===== src/rtl/syn_lb_router_pkg.sv =====
// Shared types and constants for the local-bus router.
package syn_lb_router_pkg;

    typedef enum logic [1:0] {
        ST_IDLE = 2'd0,
        ST_WAIT = 2'd1,
        ST_RESP = 2'd2
    } state_t;

    localparam int unsigned ERR_CNT_W    = 16;
    localparam logic [31:0] ERR_DATA_DEF = 32'hDEAD_DEAD;

    // Adds up to two error events in one cycle; sticks at all-ones.
    function automatic logic [ERR_CNT_W-1:0] err_sat_add(
        input logic [ERR_CNT_W-1:0] cnt,
        input logic [1:0]           inc
    );
        logic [ERR_CNT_W:0] sum;
        sum = {1'b0, cnt} + {{(ERR_CNT_W-1){1'b0}}, inc};
        return sum[ERR_CNT_W] ? '1 : sum[ERR_CNT_W-1:0];
    endfunction

endpackage


===== src/rtl/syn_lb_timeout_cntr.sv =====
// Wait-cycle counter for the router; only built with SYN_LB_ROUTER_TIMEOUT_EN.
module syn_lb_timeout_cntr #(
    parameter int unsigned P_TIMEOUT = 255
) (
    input  logic clk_ir,
    input  logic rst_sync_l,
    input  logic load,
    input  logic run,
    output logic expire
);

    localparam int unsigned CW = (P_TIMEOUT < 1) ? 1 : $clog2(P_TIMEOUT + 1);
    localparam logic [CW-1:0] LIMIT = CW'(P_TIMEOUT);

    logic [CW-1:0] cnt;

    always_ff @(posedge clk_ir or negedge rst_sync_l) begin
        if (!rst_sync_l) begin
            cnt <= '0;
        end else if (load) begin
            cnt <= '0;
        end else if (run && cnt != LIMIT) begin
            cnt <= cnt + 1'b1;
        end
    end

    assign expire = (cnt == LIMIT);

endmodule


===== src/rtl/syn_lb_router.sv =====
// Single-outstanding local-bus router: block-select decode, one-hot slave strobes,
// error completion for unmapped blocks. Optional slave timeout: SYN_LB_ROUTER_TIMEOUT_EN.
module syn_lb_router
    import syn_lb_router_pkg::*;
#(
    parameter int unsigned           P_NUM_SLAVES = 2,
    parameter int unsigned           P_DATA_W     = 32,
    parameter int unsigned           P_ADDR_W     = 16,
    parameter int unsigned           P_BLK_AW     = 4,
    parameter int unsigned           P_TIMEOUT    = 255,
    parameter logic [P_DATA_W-1:0]   P_ERR_DATA   = P_DATA_W'(ERR_DATA_DEF)
) (
    input  logic                             clk_ir,
    input  logic                             rst_sync_l,
    input  logic                             mst_rd_en,
    input  logic                             mst_wr_en,
    input  logic [P_ADDR_W-1:0]              mst_addr,
    input  logic [P_DATA_W-1:0]              mst_wr_data,
    output logic                             mst_rd_valid,
    output logic                             mst_wr_valid,
    output logic [P_DATA_W-1:0]              mst_rd_data,
    output logic [P_NUM_SLAVES-1:0]          slv_rd_en,
    output logic [P_NUM_SLAVES-1:0]          slv_wr_en,
    output logic [P_ADDR_W-P_BLK_AW-1:0]     slv_addr,
    output logic [P_DATA_W-1:0]              slv_wr_data,
    input  logic [P_NUM_SLAVES-1:0]          slv_rd_valid,
    input  logic [P_NUM_SLAVES-1:0]          slv_wr_valid,
    input  logic [P_NUM_SLAVES*P_DATA_W-1:0] slv_rd_data,
    output logic                             busy,
    output logic [ERR_CNT_W-1:0]             err_cnt
);

    localparam int unsigned SLV_AW = P_ADDR_W - P_BLK_AW;

    if (P_NUM_SLAVES < 1 || P_NUM_SLAVES > 16 || P_BLK_AW >= P_ADDR_W || P_TIMEOUT < 1) begin : g_param_chk
        $error("syn_lb_router: illegal parameter combination");
    end

    state_t                  state;
    logic                    is_wr;
    logic [P_NUM_SLAVES-1:0] sel_oh_q;
    logic [P_NUM_SLAVES-1:0] sel_oh_d;
    logic [P_BLK_AW-1:0]     sel;
    logic                    req;
    logic                    mapped;
    logic                    accept;
    logic                    drop;
    logic                    hit;
    logic                    timeout;
    logic [P_DATA_W-1:0]     rd_slice;
    logic [1:0]              err_inc;

    assign req    = mst_rd_en | mst_wr_en;
    assign sel    = mst_addr[P_ADDR_W-1 -: P_BLK_AW];
    assign mapped = 32'(sel) < P_NUM_SLAVES;
    assign accept = req && (state == ST_IDLE);
    assign drop   = req && (state != ST_IDLE);
    assign busy   = (state != ST_IDLE);

    always_comb begin
        sel_oh_d = '0;
        for (int unsigned i = 0; i < P_NUM_SLAVES; i++) begin
            sel_oh_d[i] = (32'(sel) == i);
        end
    end

    // Selection is held one-hot so the data mux is a plain AND-OR.
    always_comb begin
        rd_slice = '0;
        for (int unsigned i = 0; i < P_NUM_SLAVES; i++) begin
            if (sel_oh_q[i]) begin
                rd_slice = rd_slice | slv_rd_data[i*P_DATA_W +: P_DATA_W];
            end
        end
    end

    assign hit = (state == ST_WAIT) &&
                 (is_wr ? |(slv_wr_valid & sel_oh_q) : |(slv_rd_valid & sel_oh_q));

`ifdef SYN_LB_ROUTER_TIMEOUT_EN
    logic expire;

    syn_lb_timeout_cntr #(
        .P_TIMEOUT (P_TIMEOUT)
    ) u_timeout_cntr (
        .clk_ir     (clk_ir),
        .rst_sync_l (rst_sync_l),
        .load       (accept),
        .run        (state == ST_WAIT),
        .expire     (expire)
    );

    assign timeout = (state == ST_WAIT) && expire && !hit;
`else
    assign timeout = 1'b0;
`endif

    assign err_inc = 2'(drop) + 2'(accept && !mapped) + 2'(timeout);

    always_ff @(posedge clk_ir or negedge rst_sync_l) begin
        if (!rst_sync_l) begin
            state        <= ST_IDLE;
            is_wr        <= 1'b0;
            sel_oh_q     <= '0;
            slv_rd_en    <= '0;
            slv_wr_en    <= '0;
            slv_addr     <= '0;
            slv_wr_data  <= '0;
            mst_rd_valid <= 1'b0;
            mst_wr_valid <= 1'b0;
            mst_rd_data  <= '0;
            err_cnt      <= '0;
        end else begin
            slv_rd_en    <= '0;
            slv_wr_en    <= '0;
            mst_rd_valid <= 1'b0;
            mst_wr_valid <= 1'b0;
            err_cnt      <= err_sat_add(err_cnt, err_inc);
            case (state)
                ST_IDLE: begin
                    if (accept) begin
                        is_wr       <= mst_wr_en;
                        slv_addr    <= mst_addr[SLV_AW-1:0];
                        slv_wr_data <= mst_wr_data;
                        if (mapped) begin
                            sel_oh_q  <= sel_oh_d;
                            slv_wr_en <= mst_wr_en ? sel_oh_d : '0;
                            slv_rd_en <= mst_wr_en ? '0 : sel_oh_d;
                            state     <= ST_WAIT;
                        end else begin
                            sel_oh_q     <= '0;
                            mst_wr_valid <= mst_wr_en;
                            mst_rd_valid <= !mst_wr_en;
                            if (!mst_wr_en) begin
                                mst_rd_data <= P_ERR_DATA;
                            end
                            state <= ST_RESP;
                        end
                    end
                end
                ST_WAIT: begin
                    if (hit || timeout) begin
                        mst_wr_valid <= is_wr;
                        mst_rd_valid <= !is_wr;
                        if (!is_wr) begin
                            mst_rd_data <= hit ? rd_slice : P_ERR_DATA;
                        end
                        state <= ST_RESP;
                    end
                end
                ST_RESP: state <= ST_IDLE;
                default: state <= ST_IDLE;
            endcase
        end
    end

endmodule


===== config.mk =====
export PLATFORM = sky130hd
export DESIGN_NAME = syn_lb_router
export DESIGN_NICKNAME = d
export VERILOG_FILES = /design/src/rtl/syn_lb_router_pkg.sv /design/src/rtl/syn_lb_timeout_cntr.sv /design/src/rtl/syn_lb_router.sv
export SDC_FILE = /design/constraint.sdc
export NUM_CORES = 1
export LEC_CHECK = 0
export ABC_AREA = 1
export CORE_UTILIZATION = 42
export DETAILED_ROUTE_END_ITERATION = 12
export GPL_TIMING_DRIVEN = 0
export HOLD_SLACK_MARGIN = 0.15
export PLACE_DENSITY = 0.9
export SLEW_MARGIN = 20
export SYNTH_ARGS = -nofsm -noshare
export SYNTH_HDL_FRONTEND = slang
export SYNTH_SLANG_ARGS = --single-unit

===== constraint.sdc =====
create_clock -name clk_ir -period 2.96 [get_ports clk_ir]
set_input_delay 0.592 -clock clk_ir [delete_from_list [all_inputs] [get_ports clk_ir]]
set_output_delay 0.592 -clock clk_ir [all_outputs]
set_load 0.005 [all_outputs]

# Word level (Yosys, flattened, before mapping)
# Index checks and enable logic that the tools add are counted.
totals:
  output_inout_bits: 99
  wordCells: 72
  register_bits: 103
  inputBits: 120
classes:
  mux: 31
  reduce_logical: 16
  n_eq_ne: 7
  bitwise: 4
  n_lt_le_gt_ge: 1
  n_addsub: 2
ops:
  columns: ["cell", "count"]
  rows:
  - ["$mux W32", 7]
  - ["$pmux W32 S2", 1]
  - ["$or A32 B32 Y32", 1]
  - ["$mux W2", 12]
  - ["$add A16 B2 Y17", 1]
  - ["$mux W16", 1]
  - ["$ne A2 B2 Y1 const B", 5]
  - ["$mux W1", 7]
  - ["$reduce_and A6 Y1", 1]
  - ["$and A2 B2 Y2", 2]
  - ["$eq A4 B1 Y1 const B", 1]
  - ["$logic_and A1 B1 Y1", 4]
  - ["$logic_not A4 Y1", 1]
  - ["$lt A4 B2 Y1 const B", 1]
  - ["$pmux W1 S2", 2]
  - ["$pmux W2 S2", 1]
  - ["$reduce_and A2 Y1", 2]
  - ["$reduce_bool A2 Y1", 2]
  - ["$reduce_or A2 Y1", 2]
  - ["$logic_not A1 Y1", 3]
  - ["$add A1 B1 Y2", 1]
  - ["$eq A2 B1 Y1 const B", 1]
  - ["$logic_not A2 Y1", 1]
  - ["$or A1 B1 Y1", 1]

# Logic depth before layout (Yosys ltp)
depth:
  depth_word: 6
  ltp_mapped: 15
  ltp_nobuf: 13

# Worst setup path before layout
# No wires, ideal clock.
synth_path:
  kind: "input to register"
  startpoint: "in mst_wr_en"
  endpoint: "reg err_cnt[10]"
  arrival_time_ns: 2.525
  setup_ns: 0.129
  required_time_ns: 2.831
  n_path_buf: 2
  path_stages: 14
  slack_ns: 0.306
  path_cell_list: "nor2_2 nor2_4 inv_1 clkbuf_1 nor2_1 fa_1 ha_1 nand3_1 inv_1 nand2_1 inv_1 nand2_1 buf_2 nand3_1"
synth_via:
  elab_chain_len: 6
  elab_cells_between_ends: 7
  classes_between: "add/sub: 2; mux: 1; bitwise: 1; reduce/logical: 3"
synth_lines:
  columns: ["element", "line_no", "source"]
  rows:
  - ["from (decl)", "syn_lb_router.sv:16", "input logic mst_wr_en,"]
  - ["$or A1 B1 Y1 (*)", "syn_lb_router.sv:53", "assign req = mst_rd_en | mst_wr_en;"]
  - ["$logic_and A1 B1 Y1", "syn_lb_router.sv:56", "assign accept = req && (state == ST_IDLE);"]
  - ["$logic_and A1 B1 Y1", "syn_lb_router.sv:98", "assign err_inc = 2'(drop) + 2'(accept && !mapped) + 2'(timeout);"]
  - ["$add A1 B1 Y2 (*)", "syn_lb_router.sv:98", null]
  - ["$add A16 B2 Y17 (*)", "syn_lb_router_pkg.sv:19", "sum = {1'b0, cnt} + {{(ERR_CNT_W-1){1'b0}}, inc};"]
  - ["$mux W16 (*)", "syn_lb_router_pkg.sv:20", "return sum[ERR_CNT_W] ? '1 : sum[ERR_CNT_W-1:0];"]
  - ["to (signal assigned)", "syn_lb_router.sv:118", "err_cnt <= err_sat_add(err_cnt, err_inc);"]
  - ["to (decl)", "syn_lb_router.sv:30", "output logic [ERR_CNT_W-1:0] err_cnt"]
# Mark *: on every way between the ends. The rest lies on a longest branch, timed or not.
# A chain may end at the register's enable or synchronous reset.

# Worst setup path in the final report
layout_path:
  startpoint: "in mst_rd_en"
  endpoint: "reg err_cnt[9]"
layout_via:
  elab_chain_len: 6
  elab_cells_between_ends: 7
  classes_between: "add/sub: 2; mux: 1; bitwise: 1; reduce/logical: 3"
layout_lines:
  columns: ["element", "line_no", "source"]
  rows:
  - ["from (decl)", "syn_lb_router.sv:15", "input logic mst_rd_en,"]
  - ["$or A1 B1 Y1 (*)", "syn_lb_router.sv:53", null]
  - ["$logic_and A1 B1 Y1", "syn_lb_router.sv:56", null]
  - ["$logic_and A1 B1 Y1", "syn_lb_router.sv:98", null]
  - ["$add A1 B1 Y2 (*)", "syn_lb_router.sv:98", null]
  - ["$add A16 B2 Y17 (*)", "syn_lb_router_pkg.sv:19", null]
  - ["$mux W16 (*)", "syn_lb_router_pkg.sv:20", null]
# Marked as above.

==> results.ini <==
[synthesis]
synthCells=614
synth_compound_area_frac=0.0208
ys_ff_latch=103
synth_top_family_by_area=simple AND/OR/NAND/NOR gates
yosys-top-cells-area=dfrtp_1, nand2_1, nand3_1
syn_avg_cell_area_um2=7.74
yosysSeqAreaShare=0.542
synthAdderAreaFrac=0.00684
synthMuxAreaShare=0
synth_warnings=0
synth_top_area_frac=0.542
syn_area_um2=4750
syn-num-nets=736
synth.distinct_cells=24
synth_xor_area_frac=0.00737
synth_area_leader_cell=dfrtp_1
synthSimpleGateAreaFrac=0.366

[floorplanning]
fp.dieH_um=108
initial_core_util=0.435
core_um2=10900
die_area_um2=11700
io_pins=219
rows=38
die_w_um=108

[route]
drc=0
routed_wl_mm=14.6
routed_via_density=4.88
vias=4835
ant_nets=0
routedWlPerCell_um=14.7
dr.pass1.iters=4
drtIter0Drc=207

[power_and_ir_drop]
p_comb_frac=0.438
ir_drop_uv=465
leakage_nw=3.52
p_switching_mw=2.09
p_int_mw=4.04
p_total_mw=6.13
swShare=0.340
seqPwrFrac=0.370
power_density_nw_per_um2=820
power_frac_clock=0.192

[clocking]
clock_sinks=103
clockRootBuffer=clkbuf_16
clockBufferDepth=2
htreeDepth=3
clk_latency_ns=0.33
cts_tree=yes
path_clk_slew_ns=0.07
cts_buffers=9

[critical_path]
critPathBufInv=5
path_class=primary input to register
required_ns=3.22
crit_arrival_ns=2.97
rrSetupSlack_ns=0.49
critical_path.top_delay_family=buffers and inverters
crit_chain=clkdlybuf4s50_1 -> nor2_4 -> nor2_4 -> clkinvlp_4 -> nor2_1 -> fa_1 -> ha_1 -> nand3_1 -> inv_1 -> nand2_1 -> inv_1 -> nand2_1 -> clkbuf_4 -> nand3_1
r2r_end=err_cnt[9]
startpoint_type=primary input
end_kind=register
critPathMaxStageDelay_ns=0.51
critPathMaxFanout=10
regToRegStartpoint=state[1]
reg2regPathDepth=14
crit_slowest_cell=clkdlybuf4s50_1

[global_routing]
grt_pass1_vias=4746
antenna_found_initial=0
grt_start_max_net_pins=82
grt_pass1_wl_mm=22.5
overflow=0
track_usage=0.249

[place]
portBuffers=218
pre_cts_ws_ns=-0.685
gp_congestion=0.877
dp.cells=973
placed_cell_area_um2=7140
dp_hpwl_mm=11.1

[cells_and_area]
seq_area_um2=2580
num_antenna_cells=0
final_nets=968
syn2layout_area_growth_pct=57.3
drive_above_1_share=0.0588
layout_commonest_cell=nand2_1
multi_input_area_um2=1910
fin_area_um2=7480
nFillCells=903
final_util=0.684
final_cell_mix=nand2_1, clkdlybuf4s50_1, dfrtp_1
fin_cells=991

[outcome]
status=finished clean

[min_path]
hp-start=slv_wr_data[6]
hold_depth=2
min_to=slv_wr_data[6]
hp-class=register to register

[timing]
hold_viol_final=0
period_minus_slack_ns=2.71
finalCritPeriodShare=0.916
holdWs_ns=0.473
setup_slack_ns=0.249
clock.fmax_ghz=0.369
grt_setup_unrepaired=false
worst_pin_slew_ns=0.574
slew_viol_final=0
final.setup.tns_ns=0
slew_headroom=0.617
skew_ns=0.00796
finalSetupViolCount=0

[flow_run]
max_cap_violations=0

-- flip-flops by register name, indices dropped and copies added, names as in the netlist --
| name | count |
|---|---|
| sel_oh_q | 2 |
| is_wr | 1 |
| mst_wr_valid | 1 |
| slv_addr | 12 |
| err_cnt | 16 |
| slv_rd_en | 2 |
| state | 2 |
| slv_wr_en | 2 |
| mst_rd_data | 32 |
| mst_rd_valid | 1 |
| slv_wr_data | 32 |
-- synthesized netlist by cell type --
master and count:
ha_1 1, a21oi_1 10, xor2_1 2, dfrtp_1 103, o21ai_0 7, o22ai_1 1
inv_1 31, nor2_4 1, o31ai_1 1, nand3b_4 1, nand2_2 1, nor2_1 22
buf_2 13, fa_1 1, buf_4 6, clkbuf_1 12, or2_2 2, nand3_1 75
nand3_2 1, nand4_1 2, nor3_1 4, xnor2_1 2, nand2_1 313, nor2_2 2
-- per-layer routing --
layer / vias to the layer above / routed length [µm] / part of all wire / GRT usage
li1: 2370 / - / - / -
met1: 2222 / 5710 / 0.39 / 0.278
met2: 200 / 7110 / 0.49 / 0.448
met3: 43 / 1280 / 0.088 / 0.0645
met4: 0 / 508 / 0.035 / 0.104
met5: - / 0 / 0 / 0
-- area by class of cell --
class,count,share of cell area
clock buffer,12,0.0356
timing repair buffer,222,0.299
inverter,31,0.0161
sequential,103,0.345
clock inverter,4,0.00468
buffer,30,0.0206
tap,140,0.0234
multi-input combinational,449,0.256
-- how the worst max path moves through the flow --
stage | from | to | slack, ns | depth (start not counted)
2_1_floorplan | mst_wr_en | err_cnt[10] | 0.31 | 14
3_3_place_gp | rst_sync_l | err_cnt[12] | -2.60 | 1
3_5_place_dp | mst_wr_en | err_cnt[9] | -0.68 | 15
4_1_cts | mst_wr_en | err_cnt[13] | 0.01 | 14
5_1_grt | mst_rd_en | err_cnt[9] | 0.03 | 14
6_report | mst_rd_en | err_cnt[9] | 0.25 | 14
-- power by group through the flow --
stage | clock [mW] | sequential (mW) | combinational, mW
floorplan | 0 | 2.30 | 1.04
global placement | 0 | 2.26 | 2.60
detailed placement | 0 | 2.28 | 2.68
CTS | 1.20 | 2.27 | 2.70
global route | 1.26 | 2.34 | 2.98
finish | 1.18 | 2.27 | 2.68
-- worst register-to-register path: cells and delay by family, from the launching register on --
kind | cells | cell delay (ns)
flops | 1 | 0.39
buf+inv | 5 | 0.58
simple gates | 7 | 0.90
fa+ha+maj | 2 | 0.53
-- repair_timing --
item | CTS | global route
hold buffers | 1 | 0
setup buffers | 0 | 2
hold endpoints to repair | 22 | 0
pin swaps | 0 | 0
gates resized for setup | 2 | 4
endpoints found under the setup margin | 15 | 15
-- kinds of logic (layout without fill, tap and decap cells) --
group | after synthesis | after routing
AOI/OAI and AO/OA | 19 | 19
xor gates and xnor gates | 4 | 4
adders and majority gates | 2 | 2
buffers and inverters | 62 | 299
DFF | 103 | 103
and+or+nand+nor | 424 | 424
No activity file was read; power rests on OpenSTA's default activity.
